===== config.mk =====
export PLATFORM = sky130hd
export DESIGN_NAME = digit_2_combiner_flat
export DESIGN_NICKNAME = d
export VERILOG_FILES = /design/src/rtl/digit_2_combiner_pkg.sv /design/src/rtl/digit_2_combiner_if.sv /design/src/rtl/digit_code_decoder.sv /design/src/rtl/digit_2_combiner.sv /design/src/flat_wrapper.sv
export SDC_FILE = /design/constraint.sdc
export NUM_CORES = 1
export LEC_CHECK = 0
export CORE_ASPECT_RATIO = 1.4
export CORE_MARGIN = 2
export CORE_UTILIZATION = 30
export CTS_BUF_LIST = sky130_fd_sc_hd__clkbuf_8
export CTS_CLUSTER_SIZE = 25
export DETAILED_ROUTE_END_ITERATION = 10
export GPL_TIMING_DRIVEN = 0
export PLACE_DENSITY = 0.61
export SLEW_MARGIN = 20
export SYNTH_ARGS = -nofsm -noshare
export SYNTH_HDL_FRONTEND = slang
export SYNTH_SLANG_ARGS = --single-unit

===== constraint.sdc =====
create_clock -name i_clk -period 5.3 [get_ports i_clk]
set_input_delay 1.06 -clock i_clk [delete_from_list [all_inputs] [get_ports i_clk]]
set_output_delay 1.06 -clock i_clk [all_outputs]
set_load 0.02 [all_outputs]

===== src/rtl/digit_2_combiner_pkg.sv =====
// Shared constants for the two-digit combiner: digit display codes, FSM encoding and
// the tens*10+ones helper.
package digit_2_combiner_pkg;

  // Seven-segment display codes (gfedcba) for the digits 0..9
  localparam logic [7:0] N0 = 8'h3F;
  localparam logic [7:0] N1 = 8'h06;
  localparam logic [7:0] N2 = 8'h5B;
  localparam logic [7:0] N3 = 8'h4F;
  localparam logic [7:0] N4 = 8'h66;
  localparam logic [7:0] N5 = 8'h6D;
  localparam logic [7:0] N6 = 8'h7D;
  localparam logic [7:0] N7 = 8'h07;
  localparam logic [7:0] N8 = 8'h7F;
  localparam logic [7:0] N9 = 8'h6F;

  typedef enum logic [1:0] {
    StTen = 2'd0,
    StOne = 2'd1,
    StOut = 2'd2
  } state_e;

  // ten*10 + one as (ten<<3)+(ten<<1)+one; the result never exceeds 99
  function automatic logic [6:0] times_ten_plus(input logic [3:0] ten, input logic [3:0] one);
    return {ten, 3'b000} + {2'b00, ten, 1'b0} + {3'b000, one};
  endfunction

endpackage


===== src/rtl/digit_2_combiner_if.sv =====
// Code-in / binary-out handshake bundle of the two-digit combiner.
// slave is the combiner's view, master the producer/consumer side.
interface digit_2_combiner_if;
  logic [7:0] i_code;
  logic       i_valid;
  logic       o_ready;
  logic       i_clear;
  logic [6:0] o_bin;
  logic       o_valid;
  logic       i_ready;
  logic       o_err;
  logic       o_busy;

  modport slave (
    input  i_code, i_valid, i_clear, i_ready,
    output o_ready, o_bin, o_valid, o_err, o_busy
  );

  modport master (
    output i_code, i_valid, i_clear, i_ready,
    input  o_ready, o_bin, o_valid, o_err, o_busy
  );
endinterface


===== src/rtl/digit_code_decoder.sv =====
// Maps an 8-bit digit display code to its 4-bit value; hit is low for any other code.
module digit_code_decoder
  import digit_2_combiner_pkg::*;
(
  input  logic [7:0] code,
  output logic [3:0] digit,
  output logic       hit
);

  always_comb begin
    digit = 4'd0;
    hit   = 1'b1;
    case (code)
      N0:      digit = 4'd0;
      N1:      digit = 4'd1;
      N2:      digit = 4'd2;
      N3:      digit = 4'd3;
      N4:      digit = 4'd4;
      N5:      digit = 4'd5;
      N6:      digit = 4'd6;
      N7:      digit = 4'd7;
      N8:      digit = 4'd8;
      N9:      digit = 4'd9;
      default: hit   = 1'b0;
    endcase
  end

endmodule


===== src/rtl/digit_2_combiner.sv =====
// Reassembles a tens-then-ones stream of digit display codes into a binary value 0..99.
// Define DIGIT_TIMEOUT_EN to abandon an entry whose ones digit is late.
module digit_2_combiner
  import digit_2_combiner_pkg::*;
#(
  parameter int unsigned TIMEOUT_CYCLES = 1000,
  parameter int unsigned TO_W           = 10
) (
  input  logic               i_clk,
  input  logic               i_rst,
  digit_2_combiner_if.slave  bus
);

  if ((2 ** TO_W) <= TIMEOUT_CYCLES) begin : g_bad_to_w
    $error("TO_W too narrow for TIMEOUT_CYCLES");
  end

  state_e     state_q, state_d;
  logic [3:0] ten_q, ten_d;
  logic [6:0] bin_q, bin_d;
  logic       err_q, err_d;

  logic [3:0] digit;
  logic       hit;
  logic       accept;
  logic       timeout;

  digit_code_decoder u_decoder (
    .code  (bus.i_code),
    .digit (digit),
    .hit   (hit)
  );

  assign accept = bus.i_valid & bus.o_ready;

`ifdef DIGIT_TIMEOUT_EN
  logic [TO_W-1:0] to_cnt_q, to_cnt_d;

  // Held at zero outside S_ONE so the count starts fresh on every entry
  always_comb begin
    to_cnt_d = to_cnt_q + TO_W'(1);
    if (state_q != StOne || accept || bus.i_clear) begin
      to_cnt_d = '0;
    end
  end

  assign timeout = (state_q == StOne) && !accept && !bus.i_clear &&
                   (to_cnt_q == TO_W'(TIMEOUT_CYCLES - 1));

  always_ff @(posedge i_clk or posedge i_rst) begin
    if (i_rst) begin
      to_cnt_q <= '0;
    end else begin
      to_cnt_q <= to_cnt_d;
    end
  end
`else
  assign timeout = 1'b0;
`endif

  always_ff @(posedge i_clk or posedge i_rst) begin
    if (i_rst) begin
      state_q <= StTen;
      ten_q   <= 4'd0;
      bin_q   <= 7'd0;
      err_q   <= 1'b0;
    end else begin
      state_q <= state_d;
      ten_q   <= ten_d;
      bin_q   <= bin_d;
      err_q   <= err_d;
    end
  end

  always_comb begin
    state_d = state_q;
    ten_d   = ten_q;
    bin_d   = bin_q;
    err_d   = 1'b0;
    case (state_q)
      StTen: begin
        if (!bus.i_clear && accept) begin
          if (hit) begin
            ten_d   = digit;
            state_d = StOne;
          end else begin
            err_d = 1'b1;
          end
        end
      end
      StOne: begin
        if (bus.i_clear) begin
          state_d = StTen;
        end else if (accept) begin
          if (hit) begin
            bin_d   = times_ten_plus(ten_q, digit);
            state_d = StOut;
          end else begin
            err_d   = 1'b1;
            state_d = StTen;
          end
        end else if (timeout) begin
          err_d   = 1'b1;
          state_d = StTen;
        end
      end
      StOut: begin
        // A finished result survives i_clear; only a transfer releases it
        if (bus.i_ready) begin
          state_d = StTen;
        end
      end
      default: state_d = StTen;
    endcase
  end

  always_comb begin
    bus.o_ready = (state_q != StOut);
    bus.o_busy  = (state_q == StOne);
    bus.o_valid = (state_q == StOut);
    bus.o_bin   = bin_q;
    bus.o_err   = err_q;
  end

endmodule


===== src/flat_wrapper.sv =====
// flat-port wrapper written by rule: the top's interface ports become plain ports
module digit_2_combiner_flat import digit_2_combiner_pkg::*;
#(
  parameter int unsigned TIMEOUT_CYCLES = 1000,
  parameter int unsigned TO_W           = 10
)
  (i_clk, i_rst, bus_i_code, bus_i_valid, bus_i_clear, bus_i_ready, bus_o_ready, bus_o_bin, bus_o_valid, bus_o_err, bus_o_busy);
  digit_2_combiner_if bus_i ();
  input  logic i_clk;
  input  logic i_rst;
  input wire logic [$bits(bus_i.i_code)-1:0] bus_i_code;
  input wire logic [$bits(bus_i.i_valid)-1:0] bus_i_valid;
  input wire logic [$bits(bus_i.i_clear)-1:0] bus_i_clear;
  input wire logic [$bits(bus_i.i_ready)-1:0] bus_i_ready;
  output wire logic [$bits(bus_i.o_ready)-1:0] bus_o_ready;
  output wire logic [$bits(bus_i.o_bin)-1:0] bus_o_bin;
  output wire logic [$bits(bus_i.o_valid)-1:0] bus_o_valid;
  output wire logic [$bits(bus_i.o_err)-1:0] bus_o_err;
  output wire logic [$bits(bus_i.o_busy)-1:0] bus_o_busy;
  assign bus_i.i_code = bus_i_code;
  assign bus_i.i_valid = bus_i_valid;
  assign bus_i.i_clear = bus_i_clear;
  assign bus_i.i_ready = bus_i_ready;
  assign bus_o_ready = bus_i.o_ready;
  assign bus_o_bin = bus_i.o_bin;
  assign bus_o_valid = bus_i.o_valid;
  assign bus_o_err = bus_i.o_err;
  assign bus_o_busy = bus_i.o_busy;
  digit_2_combiner #(.TIMEOUT_CYCLES(TIMEOUT_CYCLES), .TO_W(TO_W)) u_core (.i_clk(i_clk), .i_rst(i_rst), .bus(bus_i));
endmodule

Word-level counts from Yosys, hierarchy flattened
Cells that the tools add are included.

Mux-type cells: 14. $add $sub $neg: 2. Bitwise operators: 2. Equal/unequal tests: 17. Reductions and logical operators: 7.

Operators by type and width (count): 8-bit by 7-bit == test with 1-bit output (second input constant) (7); 4-bit one-hot mux with 9 select lines (1); 8-bit by 3-bit == test with 1-bit output (second input constant) (2); 2-bit two-way mux (6); 10-bit OR reduction (1); 8-bit by 6-bit == test with 1-bit output (second input constant) (1); 4-bit AND reduction (2); 7-bit by 4-bit adder with 7-bit output (1); 7-bit by 5-bit adder with 7-bit output (1); 2-bit one-hot mux with 3 select lines (1); 1-bit two-way mux (5); 2-bit by 1-bit inequality test with 1-bit output (second input constant) (2); 2-bit inequality test (second input constant) (2); 3-bit by 2-bit inequality test with 1-bit output (second input constant) (1); 3-bit AND reduction (1); 2-bit by 1-bit == test with 1-bit output (second input constant) (1); 2-bit == test (second input constant) (1); 2-bit logical NOT (1); 1-bit one-hot mux with 2 select lines (1); 1-bit bitwise AND (1); 1-bit logical AND (1); 1-bit logical NOT (1); 1-bit NOT (1).

Word-level logic and storage cells: 46. Output and inout port bits: 11. Register bits: 14. Input port bits: 13.

Longest topological paths before layout
Word-level depth: 7. Mapped depth: 11. Mapped depth without buffers: 11.

Hierarchy
Synthesis repeated with hierarchy kept, for this count alone.

Cell total of the unflattened synthesis: 91. Area, all modules: 969.7 um^2.

Modules (own cells, without submodules): digit_2_combiner (instances 1, cells an instance 59, area an instance 772.0 um^2); digit_code_decoder (instances 1, cells an instance 32, area an instance 197.7 um^2).

Worst setup path after synthesis
OpenSTA, ideal clock, no wires.

Path type: input to register. Start point: input bus_i_code[7]. End point: register u_core.bin_q[6] (netlist: u_core.bus.o_bin[6]). Required time: 5175 ps. Stages on the path: 10. Arrival time: 3191 ps. Setup time: 125 ps. Path slack: 1984 ps. Buffers on the path: 0. Cells stage by stage: nand3b_1 -> nor2_1 -> nand3_1 -> fa_1 -> inv_1 -> fa_1 -> a21o_1 -> a21oi_1 -> xnor2_1 -> mux2_2.

Word-level cells in the longest chain between the ends: 4.

Ends and longest elaborated chain: start: declaration (RTL line flat_wrapper.sv:11) `input wire logic [$bits(bus_i.i_code)-1:0] bus_i_code;`; branches (longest 4 deep; another with 7-bit by 4-bit adder with 7-bit output); end signal: assignment (RTL line digit_2_combiner.sv:70) `bin_q <= bin_d;`; end: declaration (RTL line digit_2_combiner.sv:20) `logic [6:0] bin_q, bin_d;`.

Parallel ways; which one is timed is not known. A chain may end at the register's enable or synchronous reset.

Worst setup path in the final report
Start point: input bus_i_code[4]. End point: register u_core.bin_q[6] (netlist: u_core.bus.o_bin[6]).

RTL lines: 8-bit by 7-bit == test with 1-bit output / 8-bit by 3-bit == test with 1-bit output (equally long branches) (RTL line digit_code_decoder.sv:13) `case (code)`; 4-bit one-hot mux with 9 select lines (*) (RTL line digit_code_decoder.sv:13); net u_core.digit[2] (RTL line digit_2_combiner.sv:23) `logic [3:0] digit;`; 7-bit by 4-bit adder with 7-bit output (*) (RTL line digit_2_combiner_pkg.sv:25) `return {ten, 3'b000} + {2'b00, ten, 1'b0} + {3'b000, one};`.

The timed path passes the listed nets; every way through them passes the cells marked *.

==> metrics.cfg <==
[outcome]
outcome=completed

[placement]
routabilityCongestion=0.780
dpl.hpwl_um=1620
portBuffers=23
pre_cts_slack_ps=1110

[yosys]
synthArstFlopShare=1.00
synth_area_um2=972
synthCells=88
syn_avg_cell_area_um2=11.0
synth_top_family_by_area=simple AND/OR/NAND/NOR gates
muxShareOfSynthArea=0.115
syn_nets=110
synth_seq_cells=14
synth_common_cells=14 x dfrtp_1, 9 x inv_1, 9 x mux2_2
synthAdderAreaFrac=0.131
synth_xor_area_frac=0.0360
yosysUniqueCellTypes=35
yosysWarnings=0
yosys.area_share.simple=0.187
yosysMostFrequentCell=dfrtp_1
synth_area_leaders=dfrtp_1 36%, mux2_2 10%, ha_1 9.0%
yosysTopAreaCellShare=0.360
synth_compound_area_frac=0.136
synth_edf_count=0
synthFlopType=dfrtp_1
yosys.area.top_type=dfrtp_1
seq_area_frac_synth=0.360

[timing]
maxSlewViolCount=0
setup_violations=0
hold_viol=0
fin_crit_ps=3930
rsz0062_at_grt=false
fin_crit_sh=0.741
slew_headroom=0.640
worstMarginPinSlew_ps=539
tns_ps=0
setup_ws_ps=1370
skew_ps=1.47
fmax_mhz=255
holdWs_ps=509

[clock_tree]
cts_tree=done
cts_made_buffers=3
cts.htree.levels=1
cts.root.buffer_cell=clkbuf_8
cts.repair.resized=0
path_clk_slew_ps=50
cts.sinks=14
insertion_delay_ps=240
cts_setup_buffers=0
postCtsHoldBufs=0
clock_path_buffers=2

[cells_and_area]
drive_above_1_share=0.183
finalNetCount=138
area_growth_pct=34.4
multi_input_area_um2=588
diodes=0
nFillCells=301
regArea_um2=350

[grt]
grt_max_degree=15
grt_use_total=0.111
grt_pass1_wl_um=3080
antenna_found_initial=0
grt-ovfl-total=0
grt_pass1_vias=708

[drt]
viasPerCell=4.78
drc_errors=0
wl_um=1900
first_iter_violations=7
vias=736
wl_per_cell_um=12.3
drtAntennaViolNets=0
drt_first_pass_iters=4

[die]
start_util=0.314
rows=24
io_pins=24
die_w_um=52.1
dieArea_um2=3720
fp.coreArea_um2=3090
die_y_um=71.4

[worst_hold_path]
holdCritPathClass=reg -> reg

[setup_path]
cp.required_ps=5430
worstPathArrival_ps=4050
critical_path_class=in -> reg
cp-end-kind=flop
path_max_fanout=8
startpoint_type=input port

[power_and_ir_drop]
powerDensity_nw_per_um2=201
p_leak_nw=0.617
ir_drop_v=0.000102

[job]
cap_violations=0

==> registers in the layout, indices dropped and copies added, names as in the netlist <==
name	flops
u_core.bus.o_err	1
u_core.bus.o_bin	7
u_core.state_q	2
u_core.ten_q	4
==> logic make-up (layout without fill, tap and decap cells) <==
group / Yosys count / after routing
AO/OA/AOI/OAI: 15 / 15
multiplexers: 10 / 10
flip-flops: 14 / 14
adder cells (fa/ha/maj): 9 / 9
buffers and inverters: 9 / 36
XOR/XNOR: 4 / 4
AND/OR/NAND/NOR: 27 / 27
==> critical path, stage by stage <==
cell and delay [ps]:
clkdlybuf4s50_1 550, or3_1 420, o31ai_1 350, ha_1 310, ha_1 230, fa_1 400
a21o_1 190, a21oi_1 160, xnor2_1 120, mux2_2 270
==> metal layers <==
| layer | global-route usage | vias up | wire (um) |
|---|---|---|---|
| met2 | 0.204 | 18 | 1020 |
| met5 | 0 | - | 0 |
| met3 | 0.0229 | 4 | 90 |
| li1 | - | 369 | - |
| met4 | 0.0526 | 0 | 24 |
| met1 | 0.117 | 345 | 763 |
==> through the flow <==
stage	total power, mW	instances	area [um2]	util
2_1_floorplan	0.143	88	972	-
3_3_place_gp	0.163	150	1250	0.405
3_5_place_dp	0.164	150	1250	0.405
4_1_cts	0.268	154	1310	0.422
5_1_grt	0.280	154	1310	0.422
6_report	0.263	154	1310	0.422
==> layout make-up <==
type,instances,share of cell area
tap,39,0.0374
timing repair buffer,23,0.176
multi-input combinational,65,0.450
sequential,14,0.268
inverter,9,0.0259
clock buffer,4,0.0421
==> where the power goes <==
| part | internal, mW | leakage, nW | switching (mW) |
|---|---|---|---|
| Combinational | 0.0238 | 0.397 | 0.0235 |
| Clock | 0.0657 | 0.0288 | 0.0351 |
| Sequential | 0.111 | 0.191 | 0.00371 |
==> cells in the final DEF (no fill, tap or decap), types with 2 or more instances in the layout <==
cell type,Yosys,layout
clkdlybuf4s50_1,0,23
dfrtp_1,14,14
inv_1,9,9
mux2_2,9,9
ha_1,7,7
nand3_1,4,4
clkbuf_8,0,4
nand2_1,3,3
nand2b_1,3,3
o21ai_0,3,3
xor2_1,2,2
nand3b_1,2,2
nor2_1,2,2
nor3b_1,2,2
a21oi_4,2,2
a21o_1,2,2
a21oi_1,2,2
xnor2_1,2,2
fa_1,2,2
==> final timing paths <==
| check | cells after the start | from | to | slack (ps) |
|---|---|---|---|---|
| min in group asynchronous | 2 | i_rst | u_core.bus.o_bin[6] | 1170 |
| setup reg to reg | 8 | u_core.ten_q[0] | u_core.bus.o_bin[6] | 2960 |
| setup / recovery | 10 | bus_i_code[4] | u_core.bus.o_bin[6] | 1370 |
| max in group asynchronous | 2 | i_rst | u_core.bus.o_bin[5] | 3770 |
| hold reg to reg | 1 | u_core.bus.o_bin[1] | u_core.bus.o_bin[1] | 510 |
| hold / removal | 1 | u_core.bus.o_bin[1] | u_core.bus.o_bin[1] | 510 |
Note: power is estimated with default switching activity, not from simulation.
